## src/rtl/resampler_out_fifo.sv

```systemverilog
// Elastic buffer behind the resampler. It absorbs the unthrottled sample stream,
// presents it on a valid/ready sink, and turns the fill error into the
// resampler's ppm correction. It also keeps sticky overflow/underflow flags.
module resampler_out_fifo #(
  parameter int                 DATA_WIDTH  = 16,
  parameter int                 DEPTH       = 32,
  parameter int                 PRIME_LEVEL = 16,
  parameter logic signed [31:0] PPM_NOMINAL = 32'sd0,
  parameter logic [31:0]        PPM_GAIN    = 32'd1024
) (
  input  logic                      clk,
  input  logic                      rst_n,
  input  logic [DATA_WIDTH-1:0]     in_data,
  input  logic                      in_valid,
  output logic [DATA_WIDTH-1:0]     out_data,
  output logic                      out_valid,
  input  logic                      out_ready,
  output logic [$clog2(DEPTH):0]    fill_level,
  output logic signed [31:0]        ppm_out,
  output logic                      ovf_sticky,
  output logic                      udf_sticky,
  input  logic                      clr_flags
);

  // state | meaning
  // PRIME | filling up to PRIME_LEVEL; sink sees nothing, ppm held nominal
  // RUN   | streaming to the sink; ppm follows the fill error

  localparam int AW = $clog2(DEPTH);
  localparam logic signed [63:0] P_MAX = 64'sd2147483647;
  localparam logic signed [63:0] P_MIN = -64'sd2147483648;

  typedef enum logic {PRIME, RUN} state_t;

  state_t                 state, state_next;
  logic [DATA_WIDTH-1:0]  mem [DEPTH];
  logic [AW-1:0]          rd_ptr, wr_ptr;
  logic                   rd_en, wr_en, drop, udf_ev;
  logic [AW:0]            fill_next;
  logic signed [AW+1:0]   err;
  logic signed [63:0]     err_w, p;
  logic signed [31:0]     ppm_sat;

  assign out_data = mem[rd_ptr];

  // Transfer decisions, next fill and next state for the coming edge.
  always_comb begin
    rd_en  = out_valid & out_ready;
    wr_en  = in_valid & ((fill_level < (AW+1)'(DEPTH)) | rd_en);
    drop   = in_valid & ~wr_en;
    udf_ev = (state == RUN) && (fill_level == '0) && out_ready;

    fill_next = fill_level;
    if (wr_en && !rd_en)
      fill_next = fill_level + (AW+1)'(1);
    else if (!wr_en && rd_en)
      fill_next = fill_level - (AW+1)'(1);

    state_next = state;
    if (state == PRIME && fill_level >= (AW+1)'(PRIME_LEVEL))
      state_next = RUN;
    else if (state == RUN && udf_ev)
      state_next = PRIME;
  end

  // Rate correction: fuller FIFO pulls ppm down, clamped to 32-bit signed range.
  always_comb begin
    err   = $signed({1'b0, fill_level}) - $signed((AW+2)'(PRIME_LEVEL));
    err_w = {{(62-AW){err[AW+1]}}, err};
    p     = $signed({{32{PPM_NOMINAL[31]}}, PPM_NOMINAL})
          - err_w * $signed({32'd0, PPM_GAIN});
    if (p > P_MAX)
      ppm_sat = 32'sh7fff_ffff;
    else if (p < P_MIN)
      ppm_sat = 32'sh8000_0000;
    else
      ppm_sat = p[31:0];
  end

  // Sample storage; contents are don't-care until written, so no reset.
  always_ff @(posedge clk) begin
    if (wr_en)
      mem[wr_ptr] <= in_data;
  end

  // Pointers and explicit fill count so full and empty stay distinct.
  always_ff @(posedge clk) begin
    if (!rst_n) begin
      rd_ptr     <= '0;
      wr_ptr     <= '0;
      fill_level <= '0;
    end else begin
      if (wr_en) wr_ptr <= wr_ptr + AW'(1);
      if (rd_en) rd_ptr <= rd_ptr + AW'(1);
      fill_level <= fill_next;
    end
  end

  // Priming FSM with registered sink valid, ppm and sticky flags (set beats clear).
  always_ff @(posedge clk) begin
    if (!rst_n) begin
      state      <= PRIME;
      out_valid  <= 1'b0;
      ovf_sticky <= 1'b0;
      udf_sticky <= 1'b0;
      ppm_out    <= PPM_NOMINAL;
    end else begin
      state      <= state_next;
      out_valid  <= (state_next == RUN) && (fill_next != '0);
      ovf_sticky <= drop | (ovf_sticky & ~clr_flags);
      udf_sticky <= udf_ev | (udf_sticky & ~clr_flags);
      ppm_out    <= (state_next == RUN) ? ppm_sat : PPM_NOMINAL;
    end
  end

endmodule

```

## config.mk

```make
export PLATFORM = sky130hd
export DESIGN_NAME = resampler_out_fifo
export DESIGN_NICKNAME = d
export VERILOG_FILES = /design/src/rtl/resampler_out_fifo.sv
export SDC_FILE = /design/constraint.sdc
export NUM_CORES = 1
export LEC_CHECK = 0
export ABC_CLOCK_PERIOD_IN_PS = 4800
export BUFFER_PORTS_ARGS = -buffer_cell sky130_fd_sc_hd__buf_2
export CELL_PAD_IN_SITES_DETAIL_PLACEMENT = 1
export CELL_PAD_IN_SITES_GLOBAL_PLACEMENT = 1
export CORE_ASPECT_RATIO = 0.5
export CORE_UTILIZATION = 59
export CTS_CLUSTER_DIAMETER = 50
export DETAILED_ROUTE_END_ITERATION = 6
export PLACE_DENSITY_LB_ADDON = 0.25
export SETUP_SLACK_MARGIN = 0.05
export SYNTH_ARGS = -nofsm -noshare
export SYNTH_HDL_FRONTEND = slang
export SYNTH_SLANG_ARGS = --single-unit
```

## constraint.sdc

```tcl
create_clock -name clk -period 4.8 [get_ports clk]
set_input_delay 0.48 -clock clk [delete_from_list [all_inputs] [get_ports clk]]
set_output_delay 0.48 -clock clk [all_outputs]
set_load 0.05 [all_outputs]
```

==> results.sh, run 1 <==
export IMPL_outcome="finished, final reports clean"
export IMPL_crit_family="multiplexers"
export IMPL_ys_types=45
export IMPL_timing_final_crit_share=0.819
export IMPL_r2r_setup_slack_ns=1.19
export IMPL_tritoncts_num_buffers=46
export IMPL_area_growth_syn_to_layout_pct=12.5
export IMPL_most_used_cell_along_the_critical_path="mux4_2"
export IMPL_finalHoldWorstSlack_ns=0.236
export IMPL_timing_critical_path_cells="buf_12, mux4_2, mux4_2, mux2_2, buf_2"
export IMPL_hpwl_after_detailed_placement_mm=29.9
export IMPL_pwr_density_cell_mw_per_mm2=405
export IMPL_synth_most_common_cell="edfxtp_1"
export IMPL_syn_inst_count=958
export IMPL_synth_top_cells_by_count="512 x edfxtp_1, 160 x mux4_2, 46 x nor2_1, 33 x dfxtp_1, 28 x clkbuf_1"
export IMPL_coreArea_mm2=0.0350
export IMPL_max_slew_margin=0.238
export IMPL_period_needed_ns=3.93
export IMPL_synth_top_cell_area_share=0.725
export IMPL_cts_htree_levels=2
export IMPL_design_portCount=78
export IMPL_cp_start_kind="flip-flop"
export IMPL_synth_area_in_adders=0.00708
export IMPL_rsz0062_at_grt="no"
export IMPL_timing_final_max_slew_violations=0
export IMPL_clk_pin_slew_ns=0.06
export IMPL_yosys_area_share_simple=0.0252
export IMPL_gr_usage_met2=0.483
export IMPL_synth_mux_area_fraction=0.179
export IMPL_yosysWarningCount=0
export IMPL_slowest_delay_ns=0.70
export IMPL_route_vias_total=10400
export IMPL_critical_path_n_buffers_inverters=2
export IMPL_finalSetupTns_ns=0
export IMPL_criticalPathCategory="flip-flop to output port"
export IMPL_grtUsageTotal=0.301
export IMPL_synth_ff_latch_count=545
export IMPL_holdBufCountCts=0
export IMPL_busiest_layer="met2"
export IMPL_timing_critical_path_arrival_ns=3.45
export IMPL_preCtsSetupSlack_ns=1.17
export IMPL_core_rowCount=48
export IMPL_cp_data_required_time_ns=4.32
export IMPL_tritoncts_num_sinks=545
export IMPL_tightestPinTransition_ns=1.14
export IMPL_largest_net_degree_at_the_start_of_global_routing=58
export IMPL_critical_path_peak_fanout=50
export IMPL_report_final_setup_viol=0
export IMPL_layout_drive_gt1_share=0.362
export IMPL_nFillCells=2759
export IMPL_totalWireLength_mm=53.1
export IMPL_post_cts_setup_buffer_count=0
export IMPL_clock_fmax_mhz=254
export IMPL_post_dp_cell_area_mm2=0.0222
export IMPL_drtIter0Drc=1365
export IMPL_syn_mean_instance_area_um2=22.1
export IMPL_postRouteAntennaNets=0
export IMPL_cell_chosen_for_the_clock_root="clkbuf_16"
export IMPL_multi_input_comb_area_mm2=0.00488
export IMPL_synth_enable_flop_cells=512
export IMPL_routed_wire_length_per_instance_um=33.9
export IMPL_wire_length_of_the_first_global_routing_pass_mm=76.2
export IMPL_drt_pass1_iter_count=5
export IMPL_netlist_area_mm2=0.0212
export IMPL_finalHoldViolations=0
export IMPL_clock_path_buffers=3
export IMPL_synth_main_ff_cell="edfxtp_1"
export IMPL_setup_worst_path_end_class="output port"
export IMPL_ff_latch_area_mm2=0.0160
export IMPL_cts_resized_gates=0
export IMPL_floorplan_die_area_mm2=0.0368
export IMPL_floorplan_die_height_um=136
export IMPL_grt_ovfl_total=0
export IMPL_timing_critical_path_slowest_stage_cell="dfxtp_4"
export IMPL_cts_tree="built"
export IMPL_vdd_ir_drop_max_mv=0.222
export IMPL_async_flop_share=0
export IMPL_die_x_um=270
export IMPL_p_leak_nw=7.48
export IMPL_clock_latency_of_the_later_clocked_register_in_the_worst_skew_pair_ns=0.58
export IMPL_grt_util_met3=0.0818
export IMPL_finalWorstSetupSlack_ns=0.871
export IMPL_dr_vias_cell=6.63
export IMPL_post_synth_xor_area_fraction=0.00619
export IMPL_gp_routability_congestion=0.764
export IMPL_drc=0
export IMPL_vias_in_the_first_global_route=10900
export IMPL_synth_compound_area_share=0.00719
export IMPL_synth_area_leader_cell="edfxtp_1"
export IMPL_grt_met1_usage=0.416
export IMPL_finish_net_count=1083
export IMPL_yosys_top_cells_area="edfxtp_1 72%, mux4_2 17%, dfxtp_1 3.1%"
export IMPL_synth_sequential_area_ratio=0.756
export IMPL_numPortBuffers=67
export IMPL_worst_clock_skew_ns=0.0269
export IMPL_holdCritPathClass="input pin to flip-flop"
export IMPL_effective_utilization_at_floorplan=0.607
export IMPL_dominant_combinational_cell_family_by_area_after_synthesis="multiplexers"
export IMPL_max_cap_viol_count=0
export IMPL_grt_antenna_before_repair=4
export IMPL_final_design_area_no_fill_mm2=0.0239
[kinds of logic (layout without fill, tap and decap cells)]
family / count (synthesis) / count (layout)
AOI/OAI and AO/OA: 21 / 21
xor gates and xnor gates: 15 / 15
adders and majority gates: 12 / 12
buffers and inverters: 79 / 200
DFF: 545 / 545
muxes: 177 / 177
other: 1 / 11
and+or+nand+nor: 108 / 108
[metal layers]
layer / vias up / wire length, um
li1: 4121 / -
met5: - / 28
met4: 4 / 1240
met1: 5510 / 20900
met2: 634 / 25600
met3: 105 / 5330
[area by class of cell]
type                            count  area share
Sequential cell                   545       0.672
Clock buffer                       57      0.0539
Timing Repair Buffer              107      0.0282
Antenna cell                        1    0.000105
Tap cell                          475      0.0249
Inverter                            7     0.00110
Multi-Input combinational cell    343       0.204
Clock inverter                     29      0.0153
[state kept, by name, summed over array words and instances, names as in the netlist, named ones only]
signal and count:
mem 512, ppm_out 8, fill_level 6, rd_ptr 5, wr_ptr 5, out_valid 1, ovf_sticky 1, state 1
udf_sticky 1
[worst min-delay path, delay by kind of cell]
family / cells / cell delay [ns]
buffers and inverters: 1 / 0.09
AO/OA/AOI/OAI: 1 / 0.16
AND/OR/NAND/NOR: 1 / 0.04
[path summary, 6_finish.rpt]
check,to,start,cells after the start
setup / recovery,out_data[3],flip-flop,5
hold / removal,udf_sticky,clr_flags,3
setup reg to reg,mem[3][12],out_valid,5
hold reg to reg,rd_ptr[1],rd_ptr[1],2
[per-stage QoR]
stage	total power [mW]	std cells	utilization
final	9.66	1564	0.683
after global routing	9.85	1563	0.683
after CTS	9.70	1563	0.683
after detailed placement	5.65	1477	0.636
after global placement	5.62	1477	0.636
after floorplan	5.51	967	-
[where the power goes]
part           internal, mW  total (mW)  switching, mW
Sequential             5.22        5.24         0.0184
Combinational        0.0747       0.313          0.238
Clock                  2.39        4.11           1.72
Total                  7.69        9.66           1.97
[cell usage in the layout (no fill, tap or decap), types with 2 or more instances in the layout]
cell type     n
o21a_1        5
nor2_2       32
nor2_1       14
clkinvlp_4    3
a21boi_0      2
or3_1         3
nand2_1      16
buf_2        67
clkinv_2      6
conb_1       10
dfxtp_4       2
a21oi_1       4
buf_4        37
clkinv_1     11
clkbuf_16    49
mux4_2      160
clkbuf_1      5
edfxtp_1    512
or3b_2        2
buf_12        3
a31oi_1       2
nor2b_1       4
inv_1         7
nand3b_1      3
mux2_2       16
xor2_1        3
nand4_1       3
dfxtp_1      29
nand3_1       7
and2_1       15
ha_1         12
bufinv_16     9
clkbuf_8      3
dfxtp_2       2
xnor2_1      12
Power figures use the tool's default switching activity.
==> run 2, diff against run 1 <==
- ABC_CLOCK_PERIOD_IN_PS: 4800 -> 3200
- CORE_UTILIZATION: 59 -> 49
- clock period: 4.8 -> 3.2 ns (I/O delays scaled with it)
==> run 2 against run 1 <==
The run now ends with setup timing left. Sequential power increased by 50%. Total power up 50%. Combinational power rose by 56%. First-iteration DRC count down 26%. Clock skew decreased by 0.0076 ns. Critical path depth is 3 higher. Sequential cell count stayed put. Final cell count grew 9.0%. Clock-buffer cell count increased by 2. Utilization decreased by 9.6 points.
==> results.sh, run 2 (same netlist as run 1, synthesis figures left out) <==
export IMPL_grt_antenna_before_repair=5
export IMPL_finalSetupTns_ns=-0.811
export IMPL_timing_critical_path_slowest_stage_cell="mux4_2"
export IMPL_hpwl_after_detailed_placement_mm=29.4
export IMPL_antenna_cells_inserted=0
export IMPL_outcome="finished, violations left"
export IMPL_clock_path_buffers=3
export IMPL_report_final_setup_viol=16
export IMPL_critical_path_n_buffers_inverters=5
export IMPL_registers_with_the_most_flip_flops="mem x512, ppm_out x8, fill_level x6"
export IMPL_design_portCount=78
export IMPL_vias_in_the_first_global_route=10700
export IMPL_die_x_um=296
export IMPL_route_vias_total=10300
export IMPL_vdd_ir_drop_max_mv=0.326
export IMPL_cts_htree_levels=2
export IMPL_drt_pass1_iter_count=5
export IMPL_cp_start_kind="flip-flop"
export IMPL_max_cap_viol_count=0
export IMPL_timing_final_max_slew_violations=0
export IMPL_core_rowCount=53
export IMPL_most_common_layout_cells="512 x edfxtp_1, 160 x mux4_2, 51 x buf_2, 51 x buf_4, 49 x clkbuf_16"
export IMPL_finalHoldViolations=0
export IMPL_most_used_cell_along_the_critical_path="buf_12"
export IMPL_layout_drive_gt1_share=0.383
export IMPL_tightestPinTransition_ns=0.675
export IMPL_largest_register_ff_count=512
export IMPL_failed_checks="setup timing"
export IMPL_finish_net_count=1123
export IMPL_floorplan_die_height_um=149
export IMPL_area_growth_syn_to_layout_pct=17.1
export IMPL_floorplan_die_area_mm2=0.0442
export IMPL_finalWorstSetupSlack_ns=-0.0920
export IMPL_tritoncts_num_buffers=48
export IMPL_rsz0062_at_grt="yes"
export IMPL_setup_worst_path_end_class="output port"
export IMPL_routed_wire_length_per_instance_um=30.1
export IMPL_reg2regPathDepth=6
export IMPL_totalWireLength_mm=51.2
export IMPL_clock_fmax_mhz=304
export IMPL_grt_ovfl_total=0
export IMPL_tritoncts_num_sinks=545
export IMPL_gp_routability_congestion=0.763
export IMPL_numPortBuffers=67
export IMPL_timing_critical_path_arrival_ns=2.97
export IMPL_wire_length_of_the_first_global_routing_pass_mm=74.0
export IMPL_timing_critical_path_cells="buf_12, buf_12, buf_12, buf_16, mux4_2, mux4_2, mux2_4, buf_6"
export IMPL_timing_critical_path_depth=8
export IMPL_total_power_mw=14.5
export IMPL_worst_clock_skew_ns=0.0193
export IMPL_cp_data_required_time_ns=2.88
export IMPL_drc=0
export IMPL_max_flop_register="mem"
export IMPL_startpoint_of_the_lowest_slack_register_to_register_path="out_valid"
export IMPL_clk_pin_slew_ns=0.07
export IMPL_timing_final_crit_share=1.03
export IMPL_pwr_density_cell_mw_per_mm2=585
export IMPL_grtUsageTotal=0.240
export IMPL_postRouteAntennaNets=0
export IMPL_coreArea_mm2=0.0423
export IMPL_critical_path_peak_fanout=7
export IMPL_r2r_setup_slack_ns=0.63
export IMPL_drtIter0Drc=1009
export IMPL_period_needed_ns=3.29
export IMPL_dr_vias_cell=6.05
export IMPL_clock_latency_of_the_later_clocked_register_in_the_worst_skew_pair_ns=0.57
export IMPL_p_leak_nw=7.87
export IMPL_criticalPathCategory="flip-flop to output port"
export IMPL_hold_path_cells=3
export IMPL_holdCritPathClass="input pin to flip-flop"
export IMPL_crit_family="multiplexers"
export IMPL_layout_cells_most_common="edfxtp_1"
export IMPL_crit_reg2reg_capture="mem[25][8]"
export IMPL_effective_utilization_at_floorplan=0.501
export IMPL_cell_chosen_for_the_clock_root="clkbuf_16"
export IMPL_max_slew_margin=0.550
export IMPL_cts_tree="built"
export IMPL_endpoint="out_data[6]"
export IMPL_largest_net_degree_at_the_start_of_global_routing=49
export IMPL_slowest_delay_ns=0.52
## run 2: changes by cell type in the layout (fill, tap and decap cells not counted), sizes merged
| cell | previous run | this run |
|---|---|---|
| diode | 1 | 0 |
| clkbuf | 57 | 59 |
| inv | 7 | 8 |
| bufinv | 9 | 10 |
| buf | 107 | 145 |
| clkinvlp | 3 | 1 |
## run 2: worst min-delay path by stage
stage	endpoint	slack (ns)	startpoint
after floorplan	mem[0][0]	0.42	in_data[0]
after global placement	flip-flop	0.50	rd_ptr[1]
after detailed placement	flip-flop	0.51	rd_ptr[1]
after CTS	udf_sticky	0.06	clr_flags
after global routing	udf_sticky	0.08	clr_flags
final	udf_sticky	0.07	clr_flags
## run 2: layout make-up
| cell class | instances | area [um2] |
|---|---|---|
| clock inverter | 29 | 390 |
| sequential | 545 | 16000 |
| inverter | 7 | 26.3 |
| fill | 3600 | 17500 |
| clock buffer | 59 | 1270 |
| timing repair buffer | 145 | 1460 |
| multi-input combinational | 343 | 4920 |
| tap | 577 | 722 |
## run 2: where the power goes
part / internal, mW / switching, mW
clock network: 3.64 / 2.54
registers: 7.84 / 0.0242
logic: 0.141 / 0.348
total: 11.6 / 2.92
## run 2: through the flow
| stage | setup WS (ns) | hold WS, ns | utilization | cells | cell area (um2) |
|---|---|---|---|---|---|
| after floorplan | 0.401 | 0.419 | - | 967 | 21300 |
| after global placement | 0.391 | 0.497 | 0.533 | 1596 | 22500 |
| after detailed placement | 0.373 | 0.511 | 0.533 | 1596 | 22500 |
| after CTS | -0.0761 | 0.0576 | 0.587 | 1706 | 24800 |
| after global routing | -0.148 | 0.0795 | 0.587 | 1705 | 24800 |
| final | -0.0920 | 0.0746 | 0.587 | 1705 | 24800 |
## run 2: repair_timing
action / in CTS / in global routing
endpoints found under the hold margin: 0 / 0
cloned: 10 / 0
buffers inserted: 12 / 0
gates resized for setup: 54 / 6
hold buffers: 0 / 0
setup endpoints to repair: 16 / 16
## run 2: layer usage
layer | vias up | GRT usage | share of wire
met1 | 5563 | 0.348 | 0.42
met4 | 4 | 0.0528 | 0.015
met3 | 65 | 0.0544 | 0.090
li1 | 4210 | - | -
met5 | - | 0 | 0.00053
met2 | 480 | 0.378 | 0.47
## run 2: tightest hold or removal path: stages
cell     delay [ns]
buf_2          0.09
nor2b_1        0.04
o21a_1         0.15
